==> src/rtl/extrema_scan_datapath.sv <==
// extrema_scan_datapath: streams n words from a synchronous-read RAM and reports max/min with their offsets
//  clk, reset              clock and synchronous active-high reset
//  start, start_addr, n    scan request, first address and word count (sampled in IDLE)
//  addr, rd_en, rdata      RAM read port; rdata valid RD_LAT cycles after addr/rd_en
//  busy, done, empty_err   status: scan in flight, 1-cycle completion pulse, n==0 flag
//  max, min                extreme words seen
//  max_idx, min_idx        0-based offsets of max/min from start_addr
module extrema_scan_datapath #(
  parameter int DATA_W = 16,
  parameter int ADDR_W = 8,
  parameter int CNT_W  = 8,
  parameter int SIGNED = 0,
  parameter int RD_LAT = 1
) (
  input  logic              clk,
  input  logic              reset,
  input  logic              start,
  input  logic [ADDR_W-1:0] start_addr,
  input  logic [CNT_W-1:0]  n,
  output logic [ADDR_W-1:0] addr,
  output logic              rd_en,
  input  logic [DATA_W-1:0] rdata,
  output logic              busy,
  output logic              done,
  output logic              empty_err,
  output logic [DATA_W-1:0] max,
  output logic [DATA_W-1:0] min,
  output logic [CNT_W-1:0]  max_idx,
  output logic [CNT_W-1:0]  min_idx
);
  typedef enum logic [1:0] {IDLE, ISSUE, DRAIN, DONE} state_t;
  state_t state_q, state_d;
  logic [ADDR_W-1:0] addr_q;
  logic [CNT_W-1:0]  n_q, k_q, max_idx_q, min_idx_q;
  logic [DATA_W-1:0] max_q, min_q;
  logic              first_q, empty_q;
  logic [RD_LAT-1:0] vld_q, vld_sh;
  logic [CNT_W-1:0]  off_q [RD_LAT];
  logic              accept, last_issue, drained, ret_vld, gt, lt;
  logic [CNT_W-1:0]  ret_off;
  assign accept     = (state_q == IDLE) && start;
  assign last_issue = (state_q == ISSUE) && (k_q == n_q - CNT_W'(1));
  // the returning word sits in the top slot; drained once nothing remains behind it
  assign vld_sh     = vld_q << 1;
  assign drained    = (state_q == DRAIN) && (vld_sh == '0);
  assign ret_vld    = vld_q[RD_LAT-1];
  assign ret_off    = off_q[RD_LAT-1];
  assign gt = (SIGNED != 0) ? ($signed(rdata) > $signed(max_q)) : (rdata > max_q);
  assign lt = (SIGNED != 0) ? ($signed(rdata) < $signed(min_q)) : (rdata < min_q);
  always_comb begin
    state_d = accept ? ((n == '0) ? DONE : ISSUE) :
              last_issue ? DRAIN :
              drained ? DONE :
              (state_q == DONE) ? IDLE : state_q;
  end
  assign addr      = addr_q;
  assign rd_en     = (state_q == ISSUE);
  assign busy      = (state_q == ISSUE) || (state_q == DRAIN);
  assign done      = (state_q == DONE);
  assign empty_err = empty_q;
  assign max       = max_q;
  assign min       = min_q;
  assign max_idx   = max_idx_q;
  assign min_idx   = min_idx_q;
  always_ff @(posedge clk) begin
    if (reset) begin
      state_q   <= IDLE;
      addr_q    <= '0;
      n_q       <= '0;
      k_q       <= '0;
      first_q   <= 1'b0;
      empty_q   <= 1'b0;
      max_q     <= '0;
      min_q     <= '0;
      max_idx_q <= '0;
      min_idx_q <= '0;
      vld_q     <= '0;
      for (int i = 0; i < RD_LAT; i++) off_q[i] <= '0;
    end else begin
      state_q <= state_d;
      if (accept) begin
        addr_q  <= start_addr;
        n_q     <= n;
        k_q     <= '0;
        first_q <= 1'b1;
        empty_q <= (n == '0);
      end else if (rd_en) begin
        addr_q <= addr_q + ADDR_W'(1);
        k_q    <= k_q + CNT_W'(1);
      end
      vld_q[0] <= rd_en;
      off_q[0] <= k_q;
      for (int i = 1; i < RD_LAT; i++) begin
        vld_q[i] <= vld_q[i-1];
        off_q[i] <= off_q[i-1];
      end
      // strict compares keep the lowest offset on ties
      if (ret_vld) begin
        first_q <= 1'b0;
        if (first_q || gt) begin
          max_q     <= rdata;
          max_idx_q <= ret_off;
        end
        if (first_q || lt) begin
          min_q     <= rdata;
          min_idx_q <= ret_off;
        end
      end
    end
  end
endmodule
==> config.mk <==
export PLATFORM = sky130hd
export DESIGN_NAME = extrema_scan_datapath
export DESIGN_NICKNAME = d
export VERILOG_FILES = /design/src/rtl/extrema_scan_datapath.sv
export SDC_FILE = /design/constraint.sdc
export NUM_CORES = 1
export LEC_CHECK = 0
export CAP_MARGIN = 20
export CORE_MARGIN = 1
export CORE_UTILIZATION = 60
export DETAILED_ROUTE_END_ITERATION = 6
export DONT_BUFFER_PORTS = 1
export PLACE_DENSITY = 0.82
export SETUP_SLACK_MARGIN = 0.4
export SYNTH_ARGS = -nofsm -noshare
export SYNTH_HDL_FRONTEND = slang
export SYNTH_SLANG_ARGS = --single-unit
==> constraint.sdc <==
create_clock -name clk -period 3.31 [get_ports clk]
set_input_delay 0.8275 -clock clk [delete_from_list [all_inputs] [get_ports clk]]
set_output_delay 0.8275 -clock clk [all_outputs]
set_load 0.01 [all_outputs]
==> impl_metrics.tcl <==
set metrics [dict create \
    r2r-start "max[13]$_SDFFE_PP0P_" \
    dp_cells 568 \
    fin_tns_setup_ps 0 \
    utilization_pct 65.2 \
    via_per_inst 5.63 \
    ant_nets 0 \
    synth_nets 561 \
    final_nets 553 \
    hold_path_depth 2 \
    port_buffers 0 \
    final-hold-violation-count 0 \
    leakage_nw 1.64 \
    hold_class "flop to flop" \
    cts_tree "yes" \
    finalSetupViolCount 0 \
    yosys-top-cells-area "dfxtp_1 38%, mux2i_1 11%, ha_1 11%, nand2b_1 10%, inv_1 3.3%" \
    power.density_nw_per_um2 451 \
    crit_family "simple AND/OR/NAND/NOR gates" \
    postCtsHoldBufs 0 \
    drc_errors 0 \
    grt_pass1_wl_um 14300 \
    cts.sink_count 85 \
    grt-ovfl-total 0 \
    drt_iter0_drc 112 \
    area_delta_synth_final_pct 5.53 \
    final-max-slew-violation-count 0 \
    r2r_slack_ps 740 \
    seq_area_frac_synth_pct 38.0 \
    avgSynthCellArea_um2 9.18 \
    synth_top_area_share_pct 38.0 \
    layout-drive-gt1-share_pct 5.57 \
    cts_buffers 9 \
    synth.cells.most_frequent "85 x dfxtp_1, 73 x nand2b_1, 51 x mux2i_1" \
    end_kind "flop" \
    fmax_ghz 0.389 \
    cts_resized 0 \
    stdcell_count 584 \
    cpPeakStageDelay_ps 590 \
    worstPathRequired_ps 3600 \
    core_area_um2 7250 \
    path_cells "inv_1 > ha_1 > nand4_2 > or4_4 > a21oi_2 > nor3_1 > a31oi_4 > buf_4 > mux2i_1" \
    skew_ps 13.1 \
    worst_r2r_endpoint "max_idx[4]$_SDFFE_PP0P_" \
    total_power_mw 2.13 \
    n_fill_cell 606 \
    antenna_found_initial 0 \
    h-tree-depth 3 \
    synth-seq-cells 85 \
    path_clk_slew_ps 100 \
    clock_latency_ps 360 \
    first_pass_iters 5 \
    die_x_um 88.4 \
    gp_congestion 0.901 \
    start_util_pct 61.8 \
    ir_worst_vdd_mv 0.248 \
    synth.distinct_cells 39 \
    ios 95 \
    die_y_um 88.4 \
    n_antenna_cell 0 \
    ys.flop_type "dfxtp_1" \
    async_flop_share_pct 0 \
    hold_start "n_q[7]$_SDFFE_PP0P_" \
    hold_end "n_q[7]$_SDFFE_PP0P_" \
    die_area_um2 7820 \
    root_buffer "clkbuf_8" \
    slew_headroom_pct 53.8 \
    dp_hpwl_um 6580 \
    grtUsageTotal_pct 23.6 \
    r2r_cells 9 \
    num_vias 3285 \
    synth_edf_count 0 \
    path_buf_inv 2 \
    grt_max_degree 104 \
    synth.most_common_cell "dfxtp_1" \
    synthCells 488 \
    post-cts-setup-buffers 0 \
    netlist_area_um2 4480 \
    grt_setup_unrepaired "no" \
    grt_pass1_vias 3258 \
    slowest_stage "or4_4" \
    rows 31 \
    critPathMaxFanout 17 \
    wl_per_cell_um 15.3 \
    yosysTopAreaCell "dfxtp_1" \
    finalCriticalPeriod_ps 2570 \
    drv_cap 0 \
    status "finished, final reports clean" \
    period_share_pct 77.7 \
    worstMarginPinSlew_ps 675 \
    start_kind "flop" \
    arrival_ps 2860 \
    crit_type "flop to flop" \
    yosys_warnings 0 \
    cts_buffer_depth 2 \
    routed_wl_um 8930 \
]
-- power breakdown --
| group | internal, mW | switching (mW) |
|---|---|---|
| registers | 1.06 | 0.0557 |
| clock network | 0.361 | 0.407 |
| logic | 0.119 | 0.130 |
-- layout make-up --
type	instances	area (um^2)	area share, %
clock inverter	7	80.1	1.69
tap	99	124	2.62
sequential	85	1700	36.0
multi-input combinational	341	2510	53.1
clock buffer	9	124	2.62
timing repair buffer	4	42.5	0.900
inverter	39	146	3.10
-- metal layers --
| metal | up-vias | global-route usage, % | wire (um) |
|---|---|---|---|
| met2 | 96 | 41.1 | 4410 |
| met4 | 0 | 14.1 | 236 |
| met3 | 24 | 6.16 | 530 |
| li1 | 1640 | - | - |
| met1 | 1525 | 25.8 | 3750 |
| met5 | - | 0 | 0 |
-- logic make-up (layout without fill, tap and decap cells) --
logic type,Yosys count,in the layout,share of synthesized area (%)
AND/OR/NAND/NOR,169,169,20.6
buffers and inverters,62,59,6.00
adder cells (fa/ha/maj),38,38,10.6
XOR/XNOR,20,20,3.91
AO/OA/AOI/OAI,63,63,9.50
flip-flops,85,85,38.0
multiplexers,51,51,11.4
-- tightest hold or removal path: stages, from the launching register on --
cell,delay (ps)
dfxtp_1,330
nand2_1,60
a21oi_1,60
-- layout by cell type, fill, tap and decap left out, types with 6 or more instances in the layout --
cell	count
a211oi_1	12
a21oi_1	22
clkbuf_8	9
dfxtp_1	85
ha_1	38
inv_1	39
mux2i_1	51
nand2_1	31
nand2b_1	73
nand3_1	7
nand4_1	9
nor2_1	22
nor2b_1	11
nor3_1	6
o21ai_0	12
xnor2_1	8
xor2_1	12
-- stage by stage --
stage          cell area, um^2  worst slack [ps]  hold slack, ps
4_1_cts                   4730               741             482
2_1_floorplan             4480               616             449
6_report                  4730               738             482
3_5_place_dp              4520               446             469
3_3_place_gp              4520               532             459
5_1_grt                   4730               623             488
-- flip-flops by register name, indices dropped and copies added (netlist names) --
signal,count
max,16
min,16
addr,8
k_q,8
max_idx,8
min_idx,8
n_q,8
off_q,8
state_q,2
empty_err,1
first_q,1
ret_vld,1
-- worst max-delay path by stage --
stage	start	to	slack (ps)	cells past startpoint
after floorplan	rdata[15]	max[10]$_SDFFE_PP0P_	620	8
after global placement	rdata[15]	max_idx[6]$_SDFFE_PP0P_	530	8
after detailed placement	rdata[15]	max_idx[4]$_SDFFE_PP0P_	450	8
after CTS	max[13]$_SDFFE_PP0P_	max_idx[4]$_SDFFE_PP0P_	740	9
after global routing	max[13]$_SDFFE_PP0P_	max[14]$_SDFFE_PP0P_	620	9
final	max[13]$_SDFFE_PP0P_	max_idx[4]$_SDFFE_PP0P_	740	9
Note: power is estimated with default switching activity, not from simulation.
